[src/rtl/tia_video_capture_pkg.sv]
// Shared constants for the TIA video capture slice: sync thresholds, FIFO geometry,
// FSM encodings and field widths. TIA_VIDEO_CAPTURE_COORD_EN widens FIFO entries with coordinates.
package tia_video_capture_pkg;

  localparam logic [7:0] VSYNC_MIN  = 8'd100;
  localparam int         FIFO_DEPTH = 4;
  localparam int         PIX_W      = 7;
  localparam int         COL_W      = 8;
  localparam int         LINE_W     = 9;

`ifdef TIA_VIDEO_CAPTURE_COORD_EN
  localparam int ENTRY_W = PIX_W + COL_W + LINE_W;
`else
  localparam int ENTRY_W = PIX_W;
`endif

  localparam logic [1:0] ST_WAIT_VSYNC = 2'd0;
  localparam logic [1:0] ST_IN_VSYNC   = 2'd1;
  localparam logic [1:0] ST_WAIT_LINE  = 2'd2;
  localparam logic [1:0] ST_ACTIVE     = 2'd3;

  function automatic logic [7:0] sat_inc8(input logic [7:0] v);
    return (v == 8'hFF) ? v : v + 8'd1;
  endfunction

  function automatic logic [8:0] sat_inc9(input logic [8:0] v);
    return (v == 9'h1FF) ? v : v + 9'd1;
  endfunction

endpackage

[src/rtl/tia_video_capture_fifo.sv]
// Small first-word-fall-through FIFO for captured pixels; push and pop may coincide
// even when full. Read data is forced to zero while empty.
module tia_video_fifo #(
  parameter int WIDTH = 7,
  parameter int DEPTH = 4
) (
  input  logic             clk,
  input  logic             reset_bar,
  input  logic             push_i,
  input  logic [WIDTH-1:0] wdata_i,
  input  logic             pop_i,
  output logic [WIDTH-1:0] rdata_o,
  output logic             valid_o,
  output logic             drop_o
);

  localparam int PTR_W = (DEPTH > 1) ? $clog2(DEPTH) : 1;
  localparam int CNT_W = $clog2(DEPTH + 1);

  logic [WIDTH-1:0] mem_q [DEPTH];
  logic [PTR_W-1:0] wr_ptr_q, wr_ptr_d, rd_ptr_q, rd_ptr_d;
  logic [CNT_W-1:0] count_q, count_d;
  logic             full_s, do_pop, do_push;

  function automatic logic [PTR_W-1:0] ptr_inc(input logic [PTR_W-1:0] p);
    return (p == PTR_W'(DEPTH - 1)) ? {PTR_W{1'b0}} : p + PTR_W'(1);
  endfunction

  assign valid_o = (count_q != {CNT_W{1'b0}});
  assign full_s  = (count_q == CNT_W'(DEPTH));
  assign do_pop  = pop_i & valid_o;
  assign do_push = push_i & (~full_s | do_pop);
  assign drop_o  = push_i & full_s & ~do_pop;
  assign rdata_o = valid_o ? mem_q[rd_ptr_q] : {WIDTH{1'b0}};

  // Pointer and occupancy next-state
  always_comb begin
    wr_ptr_d = wr_ptr_q;
    rd_ptr_d = rd_ptr_q;
    if (do_push) begin
      wr_ptr_d = ptr_inc(wr_ptr_q);
    end else begin
      wr_ptr_d = wr_ptr_q;
    end
    if (do_pop) begin
      rd_ptr_d = ptr_inc(rd_ptr_q);
    end else begin
      rd_ptr_d = rd_ptr_q;
    end
    case ({do_push, do_pop})
      2'b10:   count_d = count_q + CNT_W'(1);
      2'b01:   count_d = count_q - CNT_W'(1);
      default: count_d = count_q;
    endcase
  end

  // Pointer and occupancy registers
  always_ff @(posedge clk or negedge reset_bar) begin
    if (!reset_bar) begin
      wr_ptr_q <= {PTR_W{1'b0}};
      rd_ptr_q <= {PTR_W{1'b0}};
      count_q  <= {CNT_W{1'b0}};
    end else begin
      wr_ptr_q <= wr_ptr_d;
      rd_ptr_q <= rd_ptr_d;
      count_q  <= count_d;
    end
  end

  // Storage needs no reset: contents are only visible while occupied
  always_ff @(posedge clk) begin
    if (do_push) begin
      mem_q[wr_ptr_q] <= wdata_i;
    end
  end

endmodule

[src/rtl/tia_video_capture.sv]
// TIA video capture: input register, sync decode, frame/line FSM and coordinate counters
// feeding a 4-entry pixel FIFO. Define TIA_VIDEO_CAPTURE_COORD_EN to carry col/line per pixel.
module tia_video_capture
  import tia_video_capture_pkg::*;
(
  input  logic       clk,
  input  logic       reset_bar,
  input  logic       syn,
  input  logic       blk_bar,
  input  logic [2:0] l,
  input  logic [3:0] c,
  input  logic       pix_ready,
  output logic       pix_valid,
  output logic [6:0] pix_data,
  output logic [7:0] pix_col,
  output logic [8:0] pix_line,
  output logic       line_start,
  output logic       frame_start,
  output logic       overflow
);

  logic             syn_q, blk_q;
  logic [2:0]       l_q;
  logic [3:0]       c_q;
  logic [7:0]       syn_len_q, syn_len_d;
  logic [1:0]       state_q, state_d;
  logic [7:0]       col_q, col_d, push_col;
  logic [8:0]       line_q, line_d, push_line;
  logic             line_start_q, line_start_d;
  logic             frame_start_q, frame_start_d;
  logic             overflow_q, overflow_d;
  logic             vsync_hit, syn_fall, hsync_fall, line_ev, push, fifo_drop;
  logic [ENTRY_W-1:0] wdata, rdata;

  assign syn_len_d  = syn_q ? sat_inc8(syn_len_q) : 8'd0;
  assign vsync_hit  = syn_q & (syn_len_d == VSYNC_MIN);
  assign syn_fall   = ~syn_q & (syn_len_q != 8'd0);
  assign hsync_fall = syn_fall & (syn_len_q < VSYNC_MIN);
  assign line_ev    = hsync_fall & ((state_q == ST_WAIT_LINE) | (state_q == ST_ACTIVE));
  // The pixel coinciding with the hsync falling edge is the first pixel of the new line
  assign push       = blk_q & ~syn_q & ((state_q == ST_ACTIVE) | line_ev);
  assign push_col   = line_ev ? 8'd0 : col_q;
  assign push_line  = line_ev ? sat_inc9(line_q) : line_q;

  // FSM, counters and pulse next-state
  always_comb begin
    state_d       = state_q;
    col_d         = col_q;
    line_d        = line_q;
    frame_start_d = 1'b0;
    line_start_d  = 1'b0;
    overflow_d    = overflow_q | fifo_drop;
    case (state_q)
      ST_WAIT_VSYNC: begin
        if (vsync_hit) state_d = ST_IN_VSYNC;
        else           state_d = ST_WAIT_VSYNC;
      end
      ST_IN_VSYNC: begin
        if (syn_fall) begin
          state_d       = ST_WAIT_LINE;
          frame_start_d = 1'b1;
          line_d        = 9'd0;
          col_d         = 8'd0;
          overflow_d    = 1'b0;
        end else begin
          state_d = ST_IN_VSYNC;
        end
      end
      ST_WAIT_LINE, ST_ACTIVE: begin
        if (vsync_hit)       state_d = ST_IN_VSYNC;
        else if (hsync_fall) state_d = ST_ACTIVE;
        else                 state_d = state_q;
      end
      default: state_d = ST_WAIT_VSYNC;
    endcase
    if (line_ev) begin
      line_d       = push_line;
      line_start_d = 1'b1;
    end else begin
      line_start_d = 1'b0;
    end
    if (push)         col_d = sat_inc8(push_col);
    else if (line_ev) col_d = 8'd0;
    else              col_d = col_d;
  end

  // Input stage and control state
  always_ff @(posedge clk or negedge reset_bar) begin
    if (!reset_bar) begin
      syn_q         <= 1'b0;
      blk_q         <= 1'b0;
      l_q           <= 3'd0;
      c_q           <= 4'd0;
      syn_len_q     <= 8'd0;
      state_q       <= ST_WAIT_VSYNC;
      col_q         <= 8'd0;
      line_q        <= 9'd0;
      line_start_q  <= 1'b0;
      frame_start_q <= 1'b0;
      overflow_q    <= 1'b0;
    end else begin
      syn_q         <= syn;
      blk_q         <= blk_bar;
      l_q           <= l;
      c_q           <= c;
      syn_len_q     <= syn_len_d;
      state_q       <= state_d;
      col_q         <= col_d;
      line_q        <= line_d;
      line_start_q  <= line_start_d;
      frame_start_q <= frame_start_d;
      overflow_q    <= overflow_d;
    end
  end

`ifdef TIA_VIDEO_CAPTURE_COORD_EN
  assign wdata    = {c_q, l_q, push_col, push_line};
  assign pix_data = rdata[ENTRY_W-1 -: PIX_W];
  assign pix_col  = rdata[LINE_W +: COL_W];
  assign pix_line = rdata[LINE_W-1:0];
`else
  assign wdata    = {c_q, l_q};
  assign pix_data = rdata;
  assign pix_col  = 8'd0;
  assign pix_line = 9'd0;
`endif

  tia_video_fifo #(
    .WIDTH (ENTRY_W),
    .DEPTH (FIFO_DEPTH)
  ) u_fifo (
    .clk       (clk),
    .reset_bar (reset_bar),
    .push_i    (push),
    .wdata_i   (wdata),
    .pop_i     (pix_ready),
    .rdata_o   (rdata),
    .valid_o   (pix_valid),
    .drop_o    (fifo_drop)
  );

  assign line_start  = line_start_q;
  assign frame_start = frame_start_q;
  assign overflow    = overflow_q;

endmodule
[config.mk]
export PLATFORM = sky130hd
export DESIGN_NAME = tia_video_capture
export DESIGN_NICKNAME = d
export VERILOG_FILES = /design/src/rtl/tia_video_capture_pkg.sv /design/src/rtl/tia_video_capture_fifo.sv /design/src/rtl/tia_video_capture.sv
export SDC_FILE = /design/constraint.sdc
export NUM_CORES = 1
export LEC_CHECK = 0
export ABC_AREA = 1
export CORE_UTILIZATION = 58
export CTS_CLUSTER_SIZE = 20
export DETAILED_ROUTE_END_ITERATION = 8
export PLACE_DENSITY = 0.84
export SYNTH_ARGS = -nofsm -noshare
export SYNTH_HDL_FRONTEND = slang
export SYNTH_SLANG_ARGS = --single-unit
[constraint.sdc]
create_clock -name clk -period 4.2 [get_ports clk]
set_clock_uncertainty 0.05 [all_clocks]
set_input_delay 1.05 -clock clk [delete_from_list [all_inputs] [get_ports clk]]
set_output_delay 1.05 -clock clk [all_outputs]
set_load 0.1 [all_outputs]
==> out/results.ini <==
[clock_network]
post_cts_buffers=0
tritoncts=done
hold_buffers=0
clock_latency_ns=0.33
cts_max_level=3
cts-root-buf=clkbuf_8
numCtsBuffers=9
cts_resized=0
clkTransAtPathRegs_ns=0.06
cts_buffer_depth=2
cts_sinks=57

[logic_synthesis]
ys_seq_elements=57
synth_edf_count=28
async_flop_share_pct=50.9
netlist_area_um2=2790
synth_top_cell_by_area=edfxtp_1
synth-warning-count=0
yosysMostFrequentCell=nor2_1
netlist_top_cells_count=45 x nor2_1, 32 x inv_1, 30 x nand2_1
netlist.area_leader.share_pct=30.1
synthFlopType=dfrtp_1
synth_cell_types=32
synthCells=278
synth_area_per_cell_um2=10.0
ys_top_cells_by_area=edfxtp_1 30%, dfrtp_1 26%, nor2_1 6.1%, buf_4 4.6%, inv_1 4.3%
yosysSeqAreaShare_pct=56.1

[min_path]
whs_endpoint=u_fifo.mem_q[2][5]
hold_depth=0
hp-class=flop to flop
hold_start=c_q[2]

[sta]
rsz0062_at_grt=false
post-route-min-period_ns=3.08
hold_slack_ns=0.448
setup_violations=0
finalHoldViolCount=0
worstMarginPinSlew_ns=0.964
tns_ns=0
worst_slack_ns=1.12
slew_headroom_pct=35.5
period_share_pct=73.3
max_freq_ghz=0.325
final_max_slew_viol_count=0

[place]
place_area_um2=2970
pre_cts_slack_ns=1.04
numPortBuffers=22
dp_hpwl_um=3570
gp_congestion=0.911

[run_status]
violations=design-rule violations
outcome=finished, violations left

[critical_path]
path_class=flop to output pin
ff2ff_setup_slack_ns=1.51
crit_fanout=3
r2r-start=syn_len_q[0]
arrival_ns=1.98
critPathCaptureType=output pin
ff2ff_path_depth=14
required_ns=3.10
startpoint_type=flop
rr_endpoint=u_fifo.count_q[2]

[drt]
antenna_left=0
drc_errors=5
drt_iter0_markers=139
dr.pass1.iters=6
vias=1872
routed_wl_um=5170
wire_per_inst_um=14.3
via_per_inst=5.17

[floorplan]
floorplan.initialDensity_pct=62.4
dieArea_um2=5090
rows=24
die_y_um=71.4
die_w_um=71.4
io_pins=40
coreArea_um2=4470

[grt]
grt_max_degree=30
overflow=0
antenna_found_initial=0
grt_pass1_vias=1876
grt_pass1_wl_um=8620
grt_util_all_layers_pct=23.3

[power_and_ir_drop]
p_per_area_nw_per_um2=626
p_total_uw=1950
ir_worst_vdd_mv=0.368
p_leak_uw=0.00136

[job]
drv_cap=0

[final_layout]
fin_area_um2=3120
multi_input_area_um2=996
layout.nets=327
fillers=317
drive_gt1_share_pct=15.8
regArea_um2=1570
antenna_cells=0
area_growth_syn_to_layout_pct=11.8

## registers in the layout, indices dropped and copies added (netlist names)
| register | cells |
|---|---|
| blk_q | 1 |
| c_q | 4 |
| frame_start | 1 |
| l_q | 3 |
| line_start | 1 |
| overflow | 1 |
| state_q | 2 |
| syn_len_q | 8 |
| syn_q | 1 |
| u_fifo.count_q | 3 |
| u_fifo.mem_q | 28 |
| u_fifo.rd_ptr_q | 2 |
| u_fifo.wr_ptr_q | 2 |
## per-layer routing
metal | up-vias | global-route usage [%] | part of all wire (%)
li1 | 924 | - | -
met1 | 883 | 27.8 | 41
met2 | 53 | 39.4 | 53
met3 | 12 | 5.20 | 3.8
met4 | 0 | 13.1 | 2.2
met5 | - | 0 | 0
## stage by stage
stage,util (%),cells
2_1_floorplan,-,294
3_3_place_gp,66.4,347
4_1_cts,69.7,362
5_1_grt,69.7,362
3_5_place_dp,66.4,347
6_report,69.7,362
## report_power, final
group	switching (uW)	internal, uW
combinational	685	181
clock	206	203
sequential	60.7	618
total	952	1000
## worst max path at each step
stage / from / end / slack, ns / depth (start not counted)
after detailed placement: pix_ready / u_fifo.count_q[2] / 1.04 / 10
after floorplan: u_fifo.count_q[0] / pix_data[0] / 0.22 / 4
after CTS: u_fifo.count_q[0] / pix_valid / 1.11 / 3
after global routing: u_fifo.rd_ptr_q[0] / pix_data[1] / 1.06 / 4
after global placement: pix_ready / u_fifo.count_q[2] / 1.17 / 10
final: u_fifo.count_q[1] / pix_valid / 1.12 / 3
## critical path, stage by stage (launching register included)
cell,delay (ns)
dfrtp_1,0.38
nor2_1,0.07
nand2_1,0.08
clkdlybuf4s50_1,1.13
## cell usage in the layout (no fill, tap or decap), drive strengths merged
| master | count |
|---|---|
| xnor2 | 1 |
| clkinvlp | 1 |
| nand3 | 13 |
| ha | 8 |
| conb | 17 |
| clkinv | 4 |
| xor2 | 2 |
| nand4 | 7 |
| nor2 | 56 |
| clkbuf | 10 |
| clkdlybuf4s50 | 15 |
| fa | 1 |
| o21a | 1 |
| inv | 35 |
| dfrtp | 29 |
| nand2 | 40 |
| o211ai | 2 |
| edfxtp | 28 |
| a31oi | 2 |
| buf | 8 |
| o21ai | 18 |
| a21oi | 12 |
## logic make-up after synthesis
kind of cell    count (synthesis)  synth area share, %
simple gates                  116                 20.8
buf+inv                        57                 10.3
flops                          57                 56.1
compound gates                 35                 7.35
fa+ha+maj                       9                 4.31
xor+xnor                        3                0.942
other cells                     1                0.134
## area by class of cell
| cell class | instances | share of cell area (%) |
|---|---|---|
| well taps | 52 | 2.09 |
| clock inverters | 5 | 0.762 |
| multi-input cells | 180 | 31.9 |
| clock buffers | 10 | 4.09 |
| repair buffers | 23 | 6.74 |
| inverters | 35 | 4.21 |
| flip-flops and latches | 57 | 50.2 |
No activity file was read; power rests on OpenSTA's default activity.
